## src/rtl/seg_frame_sequencer.sv

```systemverilog
// Frame-level sequencer for hand segmentation: pixel counting, method select, background capture.
// Optional build macro SEGSEQ_SETTLE_EN adds exposure-settle frames before each background capture.
module seg_frame_sequencer #(
  parameter int unsigned FRAME_PIXELS  = 19200,
  parameter int unsigned ADDR_W        = 15,
  parameter int unsigned SETTLE_FRAMES = 2
) (
  input  logic              clk,
  input  logic              rst,
  input  logic              sof,
  input  logic              pix_valid,
  input  logic              mode_bg,
  input  logic              recapture,
  output logic              bg_we,
  output logic              bg_rd,
  output logic [ADDR_W-1:0] bg_addr,
  output logic              seg_sel,
  output logic              seg_valid,
  output logic              bg_ready,
  output logic              frame_done,
  output logic              overrun,
  output logic [2:0]        state
);

  typedef enum logic [2:0] {
    StIdle    = 3'd0,
    StSkin    = 3'd1,
    StSettle  = 3'd2,
    StCapture = 3'd3,
    StCompare = 3'd4
  } state_e;

  localparam logic [ADDR_W-1:0] LastPix = ADDR_W'(FRAME_PIXELS - 1);

  state_e            state_q, state_d;
  logic [ADDR_W-1:0] cnt_q, cnt_d;
  logic              pend_q, pend_d;
  logic              ready_q, ready_d;
  logic              done_q, done_d;
  logic              ovr_q, ovr_d;
  logic              sel_q, sel_d;
  logic              sv_q, sv_d;
  logic              in_frame;
  logic              pix_take;

`ifdef SEGSEQ_SETTLE_EN
  localparam int unsigned SettleW = (SETTLE_FRAMES > 1) ? $clog2(SETTLE_FRAMES) : 1;
  localparam logic [SettleW-1:0] LastSettle = SettleW'(SETTLE_FRAMES - 1);

  logic [SettleW-1:0] settle_q, settle_d;

  always_ff @(posedge clk or posedge rst) begin
    if (rst) begin
      settle_q <= '0;
    end else begin
      settle_q <= settle_d;
    end
  end
`else
  logic unused_settle;
  assign unused_settle = ^SETTLE_FRAMES;
`endif

  always_ff @(posedge clk or posedge rst) begin
    if (rst) begin
      state_q <= StIdle;
      cnt_q   <= '0;
      pend_q  <= 1'b0;
      ready_q <= 1'b0;
      done_q  <= 1'b0;
      ovr_q   <= 1'b0;
      sel_q   <= 1'b0;
      sv_q    <= 1'b0;
    end else begin
      state_q <= state_d;
      cnt_q   <= cnt_d;
      pend_q  <= pend_d;
      ready_q <= ready_d;
      done_q  <= done_d;
      ovr_q   <= ovr_d;
      sel_q   <= sel_d;
      sv_q    <= sv_d;
    end
  end

  always_comb begin
    state_d  = state_q;
    cnt_d    = cnt_q;
    pend_d   = pend_q | recapture;
    ready_d  = ready_q;
    done_d   = 1'b0;
    ovr_d    = ovr_q;
    sel_d    = sel_q;
`ifdef SEGSEQ_SETTLE_EN
    settle_d = settle_q;
`endif
    in_frame = (state_q == StSkin) || (state_q == StCapture) || (state_q == StCompare);
    // A pixel arriving with sof belongs to neither frame.
    pix_take = pix_valid && !sof && in_frame;
    sv_d     = pix_take && ((state_q == StSkin) || (state_q == StCompare));

    if (sof) begin
      cnt_d = '0;
      if (in_frame && (cnt_q != '0)) begin
        ovr_d = 1'b1;
      end
      if (!mode_bg) begin
        state_d = StSkin;
        sel_d   = 1'b0;
`ifdef SEGSEQ_SETTLE_EN
      end else if ((state_q == StSettle) && !(pend_q || recapture)) begin
        if (settle_q == LastSettle) begin
          state_d = StCapture;
        end else begin
          settle_d = settle_q + SettleW'(1);
        end
`endif
      end else if (!ready_q || pend_q || recapture) begin
        ready_d = 1'b0;
        pend_d  = 1'b0;
`ifdef SEGSEQ_SETTLE_EN
        state_d  = StSettle;
        settle_d = '0;
`else
        state_d = StCapture;
`endif
      end else begin
        state_d = StCompare;
        sel_d   = 1'b1;
      end
    end else if (pix_take) begin
      if (cnt_q == LastPix) begin
        cnt_d   = '0;
        state_d = StIdle;
        done_d  = 1'b1;
        if (state_q == StCapture) begin
          ready_d = 1'b1;
        end
      end else begin
        cnt_d = cnt_q + ADDR_W'(1);
      end
    end
  end

  assign bg_we      = (state_q == StCapture) && pix_valid && !sof;
  assign bg_rd      = (state_q == StCompare) && pix_valid && !sof;
  assign bg_addr    = cnt_q;
  assign seg_sel    = sel_q;
  assign seg_valid  = sv_q;
  assign bg_ready   = ready_q;
  assign frame_done = done_q;
  assign overrun    = ovr_q;
  assign state      = state_q;

endmodule

```

## config.mk

```make
export PLATFORM = sky130hd
export DESIGN_NAME = seg_frame_sequencer
export DESIGN_NICKNAME = d
export VERILOG_FILES = /design/src/rtl/seg_frame_sequencer.sv
export SDC_FILE = /design/constraint.sdc
export NUM_CORES = 1
export LEC_CHECK = 0
export CAP_MARGIN = 5
export CORE_MARGIN = 10
export CORE_UTILIZATION = 35
export DETAILED_ROUTE_END_ITERATION = 16
export HOLD_SLACK_MARGIN = 0.03
export PLACE_DENSITY = 0.62
export SLEW_MARGIN = 20
export SYNTH_ARGS = -nofsm -noshare
export SYNTH_HDL_FRONTEND = slang
export SYNTH_SLANG_ARGS = --single-unit
```

## constraint.sdc

```tcl
create_clock -name clk -period 3.3 [get_ports clk]
set_input_delay 0.825 -clock clk [delete_from_list [all_inputs] [get_ports clk]]
set_output_delay 0.825 -clock clk [all_outputs]
set_load 0.1 [all_outputs]
```

==> results by group <==
Synth
  – Count of different cell masters after synthesis: 35
  – Mapped Area: 1291 sq um
  – Avg Cell Area, Syn: 9.636 sq um
  – Seq/Total Area, Yosys: 46.51%
  – Synthesis-stage register bit count: 24
  – Async SR Flop Fraction: 100.0%
  – Mapped Nets: 142
  – Synth Warn #: 0
  – Top FF cell, synth: dfrtp_1
  – Number of flops mapped to enable cells by yosys: 0
  – Synthesized instance count: 134

Floorplan
  – FP Rows: 22
  – Die Width: 80.74 um
  – Die Y: 80.74 um
  – Initial core utilization: 35.81%
  – DIE AREA: 6519 sq um
  – Io pins: 31
  – Core area: 3606 sq um

Route
  – Routed WL: 3172 um
  – First-pass DRT Iterations: 4
  – Initial drt markers: 83
  – Number of routed nets with antenna violations: 0
  – Drt via density: 5.369
  – DR WL/cell: 14.82 um
  – Vias: 1149
  – Drt drc: 0

Timing
  – Worst slew pin tran: 0.8863 ns
  – Slew headroom: 40.85%
  – Final Skew: 0.001727 ns
  – Final setup viols: 0
  – RSZ-0062 raised after global routing: no
  – Max Transition Viols Final: 0
  – Final min period: 2.825 ns
  – F_max: 354.0 MHz
  – Final hold vios: 0
  – Setup tns final: 0 ns
  – Hold slack: 0.5072 ns
  – Crit share post-route: 85.61%

CTS
  – Num CTS Buffers: 3
  – Post_cts resized: 0
  – CTS root buf: clkbuf_8
  – Clk pin slew, worst setup/hold paths: 0.09 ns
  – Postcts setup bufs: 0
  – CTS Buffer Depth: 2
  – Worst-skew pair later-pin latency: 0.26 ns
  – CTS tree: built
  – Post-CTS Hold Buffers: 0
  – H-tree depth: 1
  – Clock Sinks: 24

Power and ir drop
  – Switching Share: 25.34%
  – Switch Pwr: 164.3 uW
  – Sequential power share: 46.9%
  – Worst vdd ir: 0.1913 mV
  – P_leak: 0.0007199 uW
  – Comb pwr share: 13.2%
  – Clock power share: 39.9%
  – Pwr/cell area: 388.7 nW/um^2
  – Int Pwr: 484.0 uW

Min path
  – Min-Delay Path Class: reg -> reg

Worst setup path
  – Crit Path Class: in -> out
  – Crit path required time: 2.47 ns
  – Crit path launch type: input port
  – Reg2reg setup slack: 1.18 ns
  – Critical Path AT: 2.00 ns
  – Crit-path max FO: 8
  – CP endpoint kind: output pin

GRT
  – Via count of the first global-routing pass: 1119
  – Grt total ovfl: 0
  – Total GRT Usage: 10.28%
  – First-pass GRT wire length: 5520 um
  – Initial antenna violation count: 0
  – Pin count of the biggest net entering global routing: 27

Cells and area
  – Nets: 175
  – Antenna Cells: 0
  – Layout cell share with drive strength beyond 1: 22.29%
  – Area growth, synth to finish: 29.17%

Placed design
  – DP HPWL: 2402 um
  – PortBufs: 30
  – Routability-driven placement congestion ratio: 0.8367

Run
  – Max_cap viols: 0

Status
  – Outcome: complete, no violations
-- cell families (layout without fill, tap and decap cells) --
family | after synthesis | count (layout) | synth area share, %
buffers and inverters | 11 | 43 | 4.457
AOI/OAI and AO/OA | 39 | 39 | 19.57
and+or+nand+nor | 56 | 56 | 26.16
DFF | 24 | 24 | 46.51
adders and majority gates | 2 | 2 | 1.938
xor gates and xnor gates | 2 | 2 | 1.357
-- per-stage QoR --
step                      total power (uW)  util [%]  cells  area (sq um)  setup slack (ns)
final                                648.3     46.25    214          1668            0.4749
after global routing                 675.8     46.25    214          1668            0.4015
after CTS                            652.4     46.25    214          1668            0.4653
after detailed placement             396.3     44.27    210          1597            0.4663
after global placement               395.7     44.27    210          1597            0.4939
after floorplan                      371.5         -    134          1294            0.2069
-- critical path: stages --
cell and delay (ns):
clkdlybuf4s50_1 0.63, inv_1 0.17, and3_1 0.20, buf_12 0.17
-- sequential cells by signal, summed over array words and instances, names as in the netlist --
name        flops
frame_done      1
pend_q          1
seg_valid       1
state           3
bg_addr        15
overrun         1
bg_ready        1
seg_sel         1
-- synth_stat cells (2+ instances only) --
master   count  area share (%)
xnor2_1      2             1.4
inv_1        8             2.3
nor2_1       7             2.0
ha_1         2             1.9
nor4_1       3             1.5
nand4_1      4             1.9
a21oi_1     14             5.4
or4_1        6             3.5
buf_6        2             1.7
or3_1        6             2.9
dfrtp_1     24              47
and4_1       3             2.0
nand2_1      9             2.6
o21ai_0     11             4.3
nand3_1      5             1.9
and3_1       3             1.5
o31ai_1      7             4.1
-- routing by layer --
| layer | wire, um | vias up | share of wire [%] | track usage [%] |
|---|---|---|---|---|
| li1 | - | 571 | - | - |
| met1 | 1366 | 554 | 43 | 12.77 |
| met2 | 1613 | 20 | 51 | 17.44 |
| met3 | 144 | 4 | 4.5 | 1.876 |
| met4 | 46 | 0 | 1.5 | 3.633 |
| met5 | 0 | - | 0 | 0 |
-- power by group through the flow --
stage	sequential [uW]	clock, uW	combinational, uW
global route	305	278	93.3
CTS	304	262	86.9
global placement	309	0	86.3
floorplan	337	0	34.7
finish	304	259	85.6
detailed placement	310	0	86.6
-- path summary, 6_finish.rpt --
check | from | to | cells past startpoint
max in group asynchronous | rst | bg_addr[13] | 2
hold reg to reg | overrun | overrun | 2
hold / removal | overrun | overrun | 2
setup reg to reg | bg_addr[8] | bg_addr[7] | 5
min in group asynchronous | rst | frame_done | 2
setup / recovery | sof | bg_rd | 4
-- area by class of cell --
class	instances	area [sq um]
Clock buffer	3	41.29
Clock inverter	1	30.03
Fill cell	356	1938
Inverter	8	30.03
Multi-Input combinational cell	99	635.6
Sequential cell	24	600.6
Tap cell	48	60.06
Timing Repair Buffer	31	270.3
-- cells in the final DEF, fill, tap and decap left out, types with 4 or more instances in the layout --
cell type	instances
buf_4	24
a21oi_1	14
nand3_1	5
inv_1	8
o21ai_0	11
nor2_1	6
or3_1	6
clkdlybuf4s50_1	5
dfrtp_1	24
nand2_1	9
o31ai_1	7
or4_1	6
nand4_1	4
Power figures use the tool's default switching activity.
